--- config.mk ---
export PLATFORM = sky130hd
export DESIGN_NAME = note_select
export DESIGN_NICKNAME = d
export VERILOG_FILES = /design/src/rtl/note_select.sv
export SDC_FILE = /design/constraint.sdc
export NUM_CORES = 1
export LEC_CHECK = 0
export ABC_AREA = 1
export BUFFER_PORTS_ARGS = -buffer_cell sky130_fd_sc_hd__buf_2
export CAP_MARGIN = 20
export CORE_UTILIZATION = 52
export CTS_BUF_LIST = sky130_fd_sc_hd__clkbuf_16
export CTS_CLUSTER_SIZE = 16
export DETAILED_ROUTE_END_ITERATION = 12
export PLACE_DENSITY = 0.7
export SLEW_MARGIN = 10
export SYNTH_ARGS = -nofsm -noshare
export SYNTH_HDL_FRONTEND = slang
export SYNTH_SLANG_ARGS = --single-unit
--- constraint.sdc ---
create_clock -name clock -period 2.6 [get_ports clock]
set_clock_uncertainty 0.05 [all_clocks]
set_input_delay 0.13 -clock clock [delete_from_list [all_inputs] [get_ports clock]]
set_output_delay 0.13 -clock clock [all_outputs]
set_load 0.005 [all_outputs]
--- src/rtl/note_select.sv ---
// PS/2 set-2 keyboard front end: parses make/break codes, tracks up to two held
// note keys, and emits rate-limited note-change pulses to the physics block.
module note_select #(
  parameter int unsigned MIN_GAP = 65000
) (
  input  logic       clock,
  input  logic       reset,
  input  logic [7:0] scan_code,
  input  logic       scan_valid,
  output logic [4:0] freq_id1,
  output logic [4:0] freq_id2,
  output logic       new_f,
  output logic [1:0] key_count
);

  typedef enum logic [1:0] {
    IDLE,
    BRK,
    EXT,
    EXT_BRK
  } parse_t;

  localparam logic [4:0]  NONE     = 5'd31;
  localparam logic [7:0]  CODE_BRK = 8'hF0;
  localparam logic [7:0]  CODE_EXT = 8'hE0;
  localparam logic [16:0] GAP_LOAD = 17'(MIN_GAP - 1);

  function automatic logic [4:0] map_code(input logic [7:0] code);
    case (code)
      8'h1A: map_code = 5'd0;
      8'h1B: map_code = 5'd1;
      8'h22: map_code = 5'd2;
      8'h23: map_code = 5'd3;
      8'h21: map_code = 5'd4;
      8'h2A: map_code = 5'd5;
      8'h34: map_code = 5'd6;
      8'h32: map_code = 5'd7;
      8'h33: map_code = 5'd8;
      8'h31: map_code = 5'd9;
      8'h3B: map_code = 5'd10;
      8'h3A: map_code = 5'd11;
      8'h41: map_code = 5'd12;
      8'h15: map_code = 5'd13;
      8'h1E: map_code = 5'd14;
      8'h1D: map_code = 5'd15;
      8'h26: map_code = 5'd16;
      8'h24: map_code = 5'd17;
      8'h2D: map_code = 5'd18;
      8'h2E: map_code = 5'd19;
      8'h2C: map_code = 5'd20;
      8'h36: map_code = 5'd21;
      8'h35: map_code = 5'd22;
      8'h3D: map_code = 5'd23;
      8'h3C: map_code = 5'd24;
      default: map_code = NONE;
    endcase
  endfunction

  parse_t      state, state_nx;
  logic [4:0]  slot1, slot2, slot1_nx, slot2_nx;
  logic [4:0]  key_id;
  logic        make_ev, brk_ev;
  logic        pending;
  logic [16:0] gap_cnt;
  logic        emit_edge, slot_change, pulse;

  assign key_id = map_code(scan_code);

  // NOTE: every output of this block gets a default first, so no path can infer a latch.
  always_comb begin
    state_nx = state;
    make_ev  = 1'b0;
    brk_ev   = 1'b0;
    if (scan_valid) begin
      case (state)
        IDLE: begin
          if (scan_code == CODE_BRK)      state_nx = BRK;
          else if (scan_code == CODE_EXT) state_nx = EXT;
          else                            make_ev  = (key_id != NONE);
        end
        BRK: begin
          brk_ev   = (key_id != NONE);
          state_nx = IDLE;
        end
        EXT:     state_nx = (scan_code == CODE_BRK) ? EXT_BRK : IDLE;
        EXT_BRK: state_nx = IDLE;
        default: state_nx = IDLE;
      endcase
    end
  end

  // Slot bookkeeping keeps slot1 filled first and compacts slot2 down on release.
  always_comb begin
    slot1_nx = slot1;
    slot2_nx = slot2;
    if (make_ev && key_id != slot1 && key_id != slot2) begin
      if (slot1 == NONE)      slot1_nx = key_id;
      else if (slot2 == NONE) slot2_nx = key_id;
    end
    if (brk_ev) begin
      if (key_id == slot1) begin
        slot1_nx = slot2;
        slot2_nx = NONE;
      end else if (key_id == slot2) begin
        slot2_nx = NONE;
      end
    end
  end

  assign slot_change = (slot1_nx != slot1) || (slot2_nx != slot2);
  // The !new_f term only matters for MIN_GAP=1, where it keeps pulses non-adjacent.
  assign emit_edge   = pending && (gap_cnt == 17'd0) && !new_f;
  assign pulse       = emit_edge && ((slot1 != freq_id1) || (slot2 != freq_id2));

  always_ff @(posedge clock or posedge reset) begin
    if (reset) begin
      state     <= IDLE;
      slot1     <= NONE;
      slot2     <= NONE;
      key_count <= 2'd0;
      pending   <= 1'b0;
      gap_cnt   <= 17'd0;
      freq_id1  <= NONE;
      freq_id2  <= NONE;
      new_f     <= 1'b0;
    end else begin
      // NOTE: non-blocking assignments so every register samples pre-edge values.
      state     <= state_nx;
      slot1     <= slot1_nx;
      slot2     <= slot2_nx;
      key_count <= 2'((slot1_nx != NONE) + (slot2_nx != NONE));
      new_f     <= pulse;
      if (pulse) begin
        freq_id1 <= slot1;
        freq_id2 <= slot2;
      end
      // A slot change on the emit edge re-arms pending so it goes out after the gap.
      if (slot_change)    pending <= 1'b1;
      else if (emit_edge) pending <= 1'b0;
      if (pulse)                   gap_cnt <= GAP_LOAD;
      else if (gap_cnt != 17'd0)   gap_cnt <= gap_cnt - 17'd1;
    end
  end

endmodule

==> flow_metrics.tcl <==
set metrics [dict create \
    tns_ns 0 \
    synth_cell_types 35 \
    yosys_warnings 0 \
    r2r_cells 11 \
    cp.arrival_ns 2.69 \
    grt_max_degree 23 \
    antenna_found_initial 0 \
    fin_crit_ns 2.57 \
    slew_violations 0 \
    core_um2 5920 \
    viasPerCell 5.37 \
    drcViolationCount 0 \
    clk_pin_slew_ns 0.06 \
    drt_wl_total_um 9590 \
    ys_async_sr_fraction_pct 100 \
    area_delta_synth_final_pct 38.2 \
    synth.avg_cell_area_um2 6.70 \
    track_usage_pct 29.4 \
    maxCapViolations 0 \
    max_freq_mhz 389 \
    rsz0062_at_grt "true" \
    outcome "completed" \
    hpwl_um 6690 \
    p_comb_share_pct 18.1 \
    p_sw_uw 473 \
    pin_count 24 \
    htreeDepth 2 \
    grt-ovfl-total 0 \
    hold_viol 0 \
    min_path_cells 3 \
    cts_buffers 5 \
    die_y_um 80.4 \
    seq_area_frac_synth_pct 34.4 \
    ys_top_cells_by_area "dfrtp_1 18%, dfstp_2 16%, nand2_1 15%, nor2_1 9.5%, nand3_1 7.4%" \
    cp_max_fo 7 \
    worstSkewPairLatency_ns 0.29 \
    drive_gt1_share_pct 38.7 \
    synth_edf_count 0 \
    rrSetupSlack_ns 0.24 \
    power_density_nw_per_um2 395 \
    dp_cells 627 \
    start_util_pct 54.0 \
    irDropWorstVdd_uv 437 \
    period_share_pct 98.9 \
    synth_ff_type "dfrtp_1" \
    synth_fp_nets 490 \
    slew_headroom_pct 48.1 \
    antenna_left 0 \
    dr_total_vias 3482 \
    p_sw_share_pct 27.1 \
    p_int_uw 1270 \
    dr.pass1.iters 7 \
    gp_congestion 0.948 \
    final_core_util_pct 74.6 \
    drtIter0Drc 212 \
    holdCritStartpoint "scan_valid" \
    critPathKind "in2reg" \
    numPortBuffers 23 \
    crit_start "scan_code[1]" \
    final_area_um2 4420 \
    final_cell_mix "96 x nand2_1, 74 x buf_4, 61 x nor2_1" \
    netlist.area_leader.share_pct 18.0 \
    syn_area_um2 3200 \
    row_count 28 \
    hold_path_end "state[0]" \
    reg2reg_from "slot2[4]" \
    antenna_cells 0 \
    finalNetCount 586 \
    grt_pass1_vias 3205 \
    seq_power_share_pct 40.8 \
    setup_viol 0 \
    p_leak_uw 0.00223 \
    synth_top_cell_by_area "dfrtp_1" \
    wl_per_cell_um 14.8 \
    ys_ff_latch 43 \
    cts-root-buf "clkbuf_16" \
    tightest_slew_ns 0.774 \
    cts.sinks 43 \
    hold_path.class "in2reg" \
    start_kind "input pin" \
    cp.required_ns 2.72 \
    power_frac_clock_pct 41.1 \
    layout_commonest_cell "nand2_1" \
    end_kind "flop" \
    postSynthCellCount 477 \
    grt_pass1_wl_um 14600 \
    die_w_um 80.4 \
    rr_endpoint "key_count[0]" \
    die_area_um2 6460 \
    fin_cells 649 \
    cts_tree "built" \
    clock_path_buffers 2 \
    post_dp_cell_area_um2 3810 \
]
==> per-stage QoR <==
step	total power (µW)	hold slack (ns)	worst slack [ns]
after floorplan	872	0.303	0.211
after global placement	966	0.160	-0.274
after detailed placement	972	0.162	-0.319
after CTS	1700	0.173	0.0302
after global routing	1820	0.217	-0.129
final	1750	0.184	0.0283
==> flip-flops by register name (all words and copies together) (netlist names) <==
name and count:
gap_cnt 17, freq_id1 5, freq_id2 5, slot1 5, slot2 5, key_count 2
state 2, new_f 1, pending 1
==> routing by layer <==
layer	share of wire (%)	vias to the layer above	global-route usage [%]
li1	-	1724	-
met1	42	1620	37.6
met2	49	115	48.6
met3	5.8	23	5.45
met4	3.2	0	11.8
met5	0	-	0
==> area by class of cell <==
class / instances / area, µm²
clock buffers: 5 / 125
flip-flops and latches: 43 / 1100
clock inverters: 3 / 43.8
repair buffers: 96 / 711
inverters: 62 / 263
multi-input cells: 365 / 2080
fillers: 471 / 1500
well taps: 75 / 93.8
==> worst max path at each step <==
stage,cells after the start,slack [ns],to
detailed placement,21,-0.32,key_count[0]
global route,23,-0.13,key_count[0]
global placement,21,-0.27,key_count[0]
floorplan,20,0.21,key_count[0]
finish,21,0.03,key_count[0]
CTS,21,0.03,key_count[0]
==> cell families after synthesis <==
logic type	count (synthesis)	synth area share [%]
AO/OA/AOI/OAI	43	8.22
XOR/XNOR	11	3.01
adder cells (fa/ha/maj)	2	0.783
buffers and inverters	69	8.34
flip-flops	43	34.4
AND/OR/NAND/NOR	309	45.2
==> power groups by stage <==
stage | combinational [µW] | clock, µW | sequential, µW
floorplan | 153 | 0 | 719
global placement | 245 | 0 | 721
detailed placement | 249 | 0 | 723
CTS | 256 | 733 | 712
global route | 346 | 759 | 716
finish | 315 | 718 | 713
==> synthesized netlist by cell type (2+ instances only) <==
cell	instances
a21oi_1	3
clkbuf_1	6
dfrtp_1	23
dfstp_2	20
ha_1	2
inv_1	53
inv_2	9
nand2_1	124
nand2_2	9
nand2_4	3
nand3_1	47
nand3_2	4
nand3b_1	2
nand4_1	14
nor2_1	81
nor2_2	10
nor2_4	4
nor4_1	5
o211ai_1	7
o21ai_0	23
o21ai_1	3
o21ai_2	2
or2_2	2
xnor2_1	3
xor2_1	8
==> critical path, cell delays in order <==
cell	delay (ns)
buf_4	0.14
buf_4	0.14
nand2_4	0.09
nor2_4	0.06
nand2_2	0.08
nand2_2	0.06
buf_4	0.12
nor2_1	0.15
nand3_2	0.12
nor2_4	0.15
nand2_4	0.08
nand2_2	0.07
nand2_2	0.06
nor2_4	0.14
nand3_4	0.17
nor2_8	0.22
nand2_4	0.07
o21ai_4	0.08
nand3_1	0.08
nand3b_1	0.19
ha_1	0.29
==> repair_timing <==
action	CTS	global route
resized for setup	4	97
hold buffers	1	0
setup endpoints to repair	1	4
buffers inserted	0	13
endpoints found under the hold margin	21	0
pin swaps	0	33
No activity file was read; power rests on OpenSTA's default activity.
